==> src/rtl/a23_cache_flush_ctrl.sv <==
// a23_cache_flush_ctrl: tag RAM invalidation sequencer and cacheable-region decoder
module a23_cache_flush_ctrl #(
   parameter int CACHE_LINES = 256,
   parameter int LINE_W      = $clog2(CACHE_LINES)
) (
   input  logic              i_clk,
   input  logic              i_rst,
   input  logic              i_cache_enable,
   input  logic              i_cache_flush,
   input  logic [31:0]       i_cacheable_area,
   input  logic [31:0]       i_address,
   output logic              o_cacheable,
   output logic              o_flush_busy,
   output logic              o_flush_done,
   output logic              o_tag_wenable,
   output logic [LINE_W-1:0] o_tag_waddr,
   output logic [15:0]       o_flush_count
);
   typedef enum logic [1:0] {INIT, IDLE, FLUSH} state_t;

   state_t              state, state_n;
   logic [LINE_W-1:0]   line, line_n;
   logic                pending, pending_n, done_n;
   logic [15:0]         count_n;
   logic                sweep, last, restart;

   assign sweep   = state != IDLE;
   assign last    = line == LINE_W'(CACHE_LINES - 1);
   assign restart = pending | i_cache_flush;

   assign o_flush_busy  = i_rst | sweep;
   assign o_tag_wenable = !i_rst & sweep;
   assign o_tag_waddr   = o_tag_wenable ? line : '0;
   assign o_cacheable   = i_cache_enable & !o_flush_busy & (i_address[31:26] == 6'd0)
                          & i_cacheable_area[i_address[25:21]];

   // next sweep position; a request on the final line restarts instead of queueing
   always_comb begin
      state_n   = state;
      line_n    = '0;
      pending_n = pending;
      done_n    = 1'b0;
      count_n   = o_flush_count;
      if (sweep) begin
         line_n = line + 1'b1;
         if (last) begin
            state_n   = restart ? FLUSH : IDLE;
            pending_n = 1'b0;
            done_n    = (state == FLUSH) & !restart;
            count_n   = (state == FLUSH) ? o_flush_count + 16'd1 : o_flush_count;
         end else begin
            pending_n = pending | i_cache_flush;
         end
      end else if (i_cache_flush) begin
         state_n = FLUSH;
      end
   end

   // state register; reset abandons any sweep and restarts the power-on sweep
   always_ff @(posedge i_clk) begin
      if (i_rst) begin
         state         <= INIT;
         line          <= '0;
         pending       <= 1'b0;
         o_flush_done  <= 1'b0;
         o_flush_count <= 16'd0;
      end else begin
         state         <= state_n;
         line          <= line_n;
         pending       <= pending_n;
         o_flush_done  <= done_n;
         o_flush_count <= count_n;
      end
   end
endmodule

==> config.mk <==
export PLATFORM = sky130hd
export DESIGN_NAME = a23_cache_flush_ctrl
export DESIGN_NICKNAME = d
export VERILOG_FILES = /design/src/rtl/a23_cache_flush_ctrl.sv
export SDC_FILE = /design/constraint.sdc
export NUM_CORES = 1
export LEC_CHECK = 0
export ABC_AREA = 1
export CORE_ASPECT_RATIO = 0.7
export CORE_UTILIZATION = 30
export CTS_CLUSTER_DIAMETER = 150
export DETAILED_ROUTE_END_ITERATION = 8
export GPL_ROUTABILITY_DRIVEN = 0
export GPL_TIMING_DRIVEN = 1
export PLACE_DENSITY = 0.66
export REMOVE_ABC_BUFFERS = 1
export SETUP_SLACK_MARGIN = 0.3
export SYNTH_ARGS = -nofsm -noshare
export SYNTH_HDL_FRONTEND = slang
export SYNTH_SLANG_ARGS = --single-unit
export TNS_END_PERCENT = 1
==> constraint.sdc <==
create_clock -name i_clk -period 3.76 [get_ports i_clk]
set_clock_uncertainty 0.15 [all_clocks]
set_input_delay 0.94 -clock i_clk [delete_from_list [all_inputs] [get_ports i_clk]]
set_output_delay 0.94 -clock i_clk [all_outputs]
set_load 0.05 [all_outputs]
==> results.sh, run 1 <==
export IMPL_status="finished, final reports clean"
export IMPL_postSynth_asyncResetShare=0
export IMPL_clk_path_buf_depth=2
export IMPL_grt_pass1_wl_um=8210
export IMPL_max_slew_worst_pin_slew_ns=0.504
export IMPL_grt_usage=0.164
export IMPL_clk_pin_slew_ns=0.10
export IMPL_setup_viol=0
export IMPL_via_per_inst=4.60
export IMPL_clock_latency_ns=0.27
export IMPL_dp_cells=426
export IMPL_ys_seq_area_frac=0.319
export IMPL_p_leak_nw=1.06
export IMPL_areaGrowthSynthToFinish_pct=55.5
export IMPL_drtPass1Iterations=4
export IMPL_cp_start_kind="primary input"
export IMPL_final_setup_tns_ns=0
export IMPL_final_common_cell="nand2_1"
export IMPL_cts_root_buf="clkbuf_8"
export IMPL_synth_area_leaders="dfxtp_1 32%, nand2_1 17%, nor2_1 9.2%, nand3_1 8.3%, inv_1 6.8%"
export IMPL_wl_um=4930
export IMPL_synthDominantCellAreaShare=0.319
export IMPL_hold_viol=0
export IMPL_peakVddDrop_mv=0.198
export IMPL_ys_flop_type="dfxtp_1"
export IMPL_start_util=0.324
export IMPL_fillCellCount=540
export IMPL_avgSynthCellArea_um2=6.18
export IMPL_netlist_area_um2=1760
export IMPL_rsz0062_at_grt="no"
export IMPL_synth_edf_count=0
export IMPL_fin_crit_sh=0.883
export IMPL_postCtsHoldBufs=0
export IMPL_synth_largest_area_cell="dfxtp_1"
export IMPL_drtAntennaViolNets=0
export IMPL_grt_ovfl_total=0
export IMPL_drc=0
export IMPL_layout_common_cells="78 x nand2_1, 61 x clkdlybuf4s50_1, 42 x nor2_1, 32 x inv_1, 29 x nand3_1"
export IMPL_die_area_um2=6170
export IMPL_drv_cap=0
export IMPL_grt_antenna_before_repair=0
export IMPL_yosys_warnings=0
export IMPL_fin_nets=429
export IMPL_ys_types=31
export IMPL_required_ns=2.67
export IMPL_cts_sinks=28
export IMPL_antennaDiodeCount=0
export IMPL_first_global_vias=1823
export IMPL_slew_headroom=0.663
export IMPL_ys_ff_latch=28
export IMPL_placementRows=22
export IMPL_synthCells=284
export IMPL_dieWidth_um=93.4
export IMPL_slew_violations=0
export IMPL_io_pins=96
export IMPL_cts_buffers_inserted=3
export IMPL_via_count=1979
export IMPL_pwr_density_cell_nw_per_um2=224
export IMPL_numPortBuffers=74
export IMPL_cp_arrival_ns=2.23
export IMPL_worstSetupEndpointType="primary output"
export IMPL_drive_gt1_frac=0.109
export IMPL_worstSetupPathType="in -> out"
export IMPL_min_period_ns=3.32
export IMPL_htreeDepth=1
export IMPL_drt_iter0_drc=93
export IMPL_stdcell_count=430
export IMPL_max_freq_mhz=301
export IMPL_post_dp_hpwl_um=3910
export IMPL_hp_class="reg -> reg"
export IMPL_core_um2=5420
export IMPL_cp_max_fo=14
export IMPL_cts_tree="built"
export IMPL_routedWlPerCell_um=11.5
export IMPL_grt_max_degree=17
export IMPL_die_h_um=66
## flip-flops by register name, indices dropped and copies added, names as in the netlist
signal,count
o_flush_count,16
line,8
state,2
o_flush_done,1
pending,1
## worst max-delay path: stages
cell             delay [ns]
clkdlybuf4s50_1        0.47
nor2_1                 0.18
inv_1                  0.21
nor2_1                 0.25
buf_12                 0.17
## routing by layer
metal	up-vias	wire length (µm)	part of all wire	track usage
met4	0	0	0	0.0173
met5	-	0	0	0
met3	0	355	0.072	0.0276
met2	60	2030	0.41	0.272
met1	869	2550	0.52	0.230
li1	1050	-	-	-
## report_power, final
| part | switching [mW] | leakage (nW) | internal (mW) | total, mW |
|---|---|---|---|---|
| combinational | 0.0520 | 0.808 | 0.0696 | 0.122 |
| clock | 0.0935 | 0.0288 | 0.0937 | 0.187 |
| sequential | 0.00333 | 0.226 | 0.300 | 0.303 |
| total | 0.149 | 1.06 | 0.463 | 0.612 |
## kinds of logic after synthesis
family | share of synthesized area
flip-flops | 0.319
AND/OR/NAND/NOR | 0.447
XOR/XNOR | 0.0200
AO/OA/AOI/OAI | 0.0905
buffers and inverters | 0.109
adder cells (fa/ha/maj) | 0.0143
## cell usage after synthesis, types with 2 or more instances
cell	number
a21oi_1	16
a31oi_1	2
buf_2	3
buf_4	3
buf_6	2
dfxtp_1	28
ha_1	2
inv_1	32
nand2_1	78
nand2_2	2
nand3_1	29
nand4_1	3
nor2_1	43
nor2_2	4
nor2_4	2
nor3_1	9
nor3_2	2
o21ai_0	8
o21ai_1	2
xor2_1	3
## worst paths after layout
check | startpoint | end | slack [ns] | cells after the start
worst min-delay path | state[0] | state[0] | 0.34 | 2
worst max register to register | line[0] | o_flush_count[13] | 1.77 | 10
worst min register to register | state[0] | state[0] | 0.34 | 2
worst max-delay path | i_rst | o_tag_waddr[4] | 0.44 | 5
## layout make-up
| class | count | area [µm²] | area share |
|---|---|---|---|
| Timing Repair Buffer | 79 | 882 | 0.323 |
| Tap cell | 72 | 90.1 | 0.0330 |
| Inverter | 34 | 135 | 0.0495 |
| Multi-Input combinational cell | 213 | 1010 | 0.369 |
| Clock buffer | 4 | 55.1 | 0.0202 |
| Sequential cell | 28 | 561 | 0.205 |
## timing repair
action                                 CTS  global route
pin swaps                                0             0
setup endpoints to repair                1             1
gates resized for setup                  5             3
buffers inserted                         0             0
endpoints found under the hold margin    0             0
## metrics by stage
step / total power, mW / utilization / hold slack, ns / worst slack [ns] / instance area (µm²)
floorplan: 0.355 / - / 0.291 / -0.171 / 1690
global placement: 0.431 / 0.492 / 0.318 / 0.117 / 2670
detailed placement: 0.432 / 0.492 / 0.324 / 0.107 / 2670
CTS: 0.619 / 0.503 / 0.339 / 0.409 / 2730
global route: 0.643 / 0.503 / 0.358 / 0.318 / 2730
finish: 0.612 / 0.503 / 0.336 / 0.441 / 2730
(Power assumes the default switching activity.)
==> run 2: changes to the inputs <==
PLACE_DENSITY = default   (was 0.66)
PLACE_DENSITY_LB_ADDON = 0.15   (was default)
==> run 2 against run 1 <==
First-iteration DRC count up 5.4%. Via count shrank 1.3%. Core utilization is 0.65 points higher. Critical path type unchanged. Sequential cell count unchanged. Largest cell class unchanged. Die area did not move. Register-to-register slack worse by 0.04 ns. Critical endpoint is now o_tag_waddr[5]. Sequential share of layout area shrank 0.26 points. Power rose by 9.4%.
==> results.sh, run 2 (same netlist as run 1, synthesis figures left out) <==
export IMPL_final_setup_tns_ns=0
export IMPL_setup_viol=0
export IMPL_clock_latency_ns=0.28
export IMPL_cts_buffers_inserted=3
export IMPL_grt_max_degree=17
export IMPL_hold_viol=0
export IMPL_largest_reg_flops=16
export IMPL_drc=0
export IMPL_dieWidth_um=93.4
export IMPL_fillCellCount=543
export IMPL_start_util=0.324
export IMPL_cts_tree="built"
export IMPL_required_ns=2.67
export IMPL_via_per_inst=4.53
export IMPL_drtAntennaViolNets=0
export IMPL_layout_common_cells="78 x nand2_1, 61 x clkdlybuf4s50_1, 42 x nor2_1, 32 x inv_1, 29 x nand3_1"
export IMPL_regMostFlops="o_flush_count"
export IMPL_grt_antenna_before_repair=0
export IMPL_fin_crit_sh=0.894
export IMPL_grt_usage=0.160
export IMPL_wl_um=4760
export IMPL_design_area_um2=2760
export IMPL_drt_iter0_drc=98
export IMPL_worstSetupEndpointType="primary output"
export IMPL_routedWlPerCell_um=11.0
export IMPL_max_slew_worst_pin_slew_ns=0.518
export IMPL_core_um2=5420
export IMPL_cp_arrival_ns=2.27
export IMPL_peakVddDrop_mv=0.106
export IMPL_via_count=1953
export IMPL_pwr_density_cell_nw_per_um2=242
export IMPL_htreeDepth=1
export IMPL_stdcell_count=431
export IMPL_dp_cells=427
export IMPL_first_global_vias=1785
export IMPL_grt_ovfl_total=0
export IMPL_min_period_ns=3.36
export IMPL_cts_root_buf="clkbuf_8"
export IMPL_cp_startpoint="i_rst"
export IMPL_hp_class="reg -> reg"
export IMPL_min_from="o_flush_count[14]"
export IMPL_die_h_um=66
export IMPL_die_area_um2=6170
export IMPL_drtPass1Iterations=4
export IMPL_grt_pass1_wl_um=7850
export IMPL_cts_sinks=28
export IMPL_slew_violations=0
export IMPL_rsz0062_at_grt="yes"
export IMPL_placementRows=22
export IMPL_drv_cap=0
export IMPL_utilization=0.510
export IMPL_areaGrowthSynthToFinish_pct=57.4
export IMPL_clk_path_buf_depth=2
export IMPL_antennaDiodeCount=0
export IMPL_post_dp_hpwl_um=3800
export IMPL_largestRegisters="o_flush_count: 16 flops, line: 8 flops, state: 2 flops"
export IMPL_final_common_cell="nand2_1"
export IMPL_status="finished, final reports clean"
export IMPL_r2r_start="line[0]"
export IMPL_dpl_instance_area_um2=2680
export IMPL_max_freq_mhz=297
export IMPL_worstSetupPathType="in -> out"
export IMPL_numPortBuffers=74
export IMPL_clk_pin_slew_ns=0.10
export IMPL_slew_headroom=0.654
export IMPL_cp_start_kind="primary input"
export IMPL_cp_max_fo=14
export IMPL_io_pins=96
export IMPL_p_leak_nw=1.08
export IMPL_drive_gt1_frac=0.109
export IMPL_fin_nets=430
[run 2: path summary, 6_finish.rpt]
check	slack, ns	cells after the start	endpoint
setup / recovery	0.40	5	o_tag_waddr[5]
hold / removal	0.34	2	o_flush_count[14]
setup reg to reg	1.73	8	o_flush_count[10]
hold reg to reg	0.34	2	o_flush_count[14]
[run 2: worst max-delay path, cell delays in order]
cell and delay, ns:
clkdlybuf4s50_1 0.52, nor2_1 0.19, inv_1 0.20, nor2_1 0.25, buf_12 0.17
[run 2: timing repair]
item                       CTS  global route
setup endpoints to repair    1             3
pin swaps                    1             0
buffers inserted             0             0
gates resized for setup      6             1
hold buffers                 0             0
[run 2: where the power goes]
| part | switching [mW] | internal [mW] |
|---|---|---|
| registers | 0.00333 | 0.300 |
| logic | 0.0521 | 0.0708 |
| clock network | 0.101 | 0.143 |
| total | 0.156 | 0.514 |
[run 2: area by class of cell]
type,count,area [µm²],share of cell area
Multi-Input combinational cell,213,1010,0.364
Timing Repair Buffer,80,901,0.326
Sequential cell,28,561,0.203
Inverter,34,135,0.0489
Tap cell,72,90.1,0.0326
Clock buffer,3,41.3,0.0149
Clock inverter,1,30.0,0.0109
[run 2: stage by stage]
stage | power [mW] | hold WS, ns | setup slack [ns]
floorplan | 0.355 | 0.291 | -0.171
global placement | 0.432 | 0.313 | 0.130
detailed placement | 0.433 | 0.321 | 0.102
CTS | 0.677 | 0.336 | 0.303
global route | 0.699 | 0.367 | 0.288
finish | 0.670 | 0.339 | 0.398
[run 2: routing by layer]
metal  GRT usage  vias up  wire, µm
met1       0.219      840      2540
met2       0.256       59      1860
li1            -     1050         -
met5           0        -         0
met3      0.0368        4       319
met4      0.0346        0        35
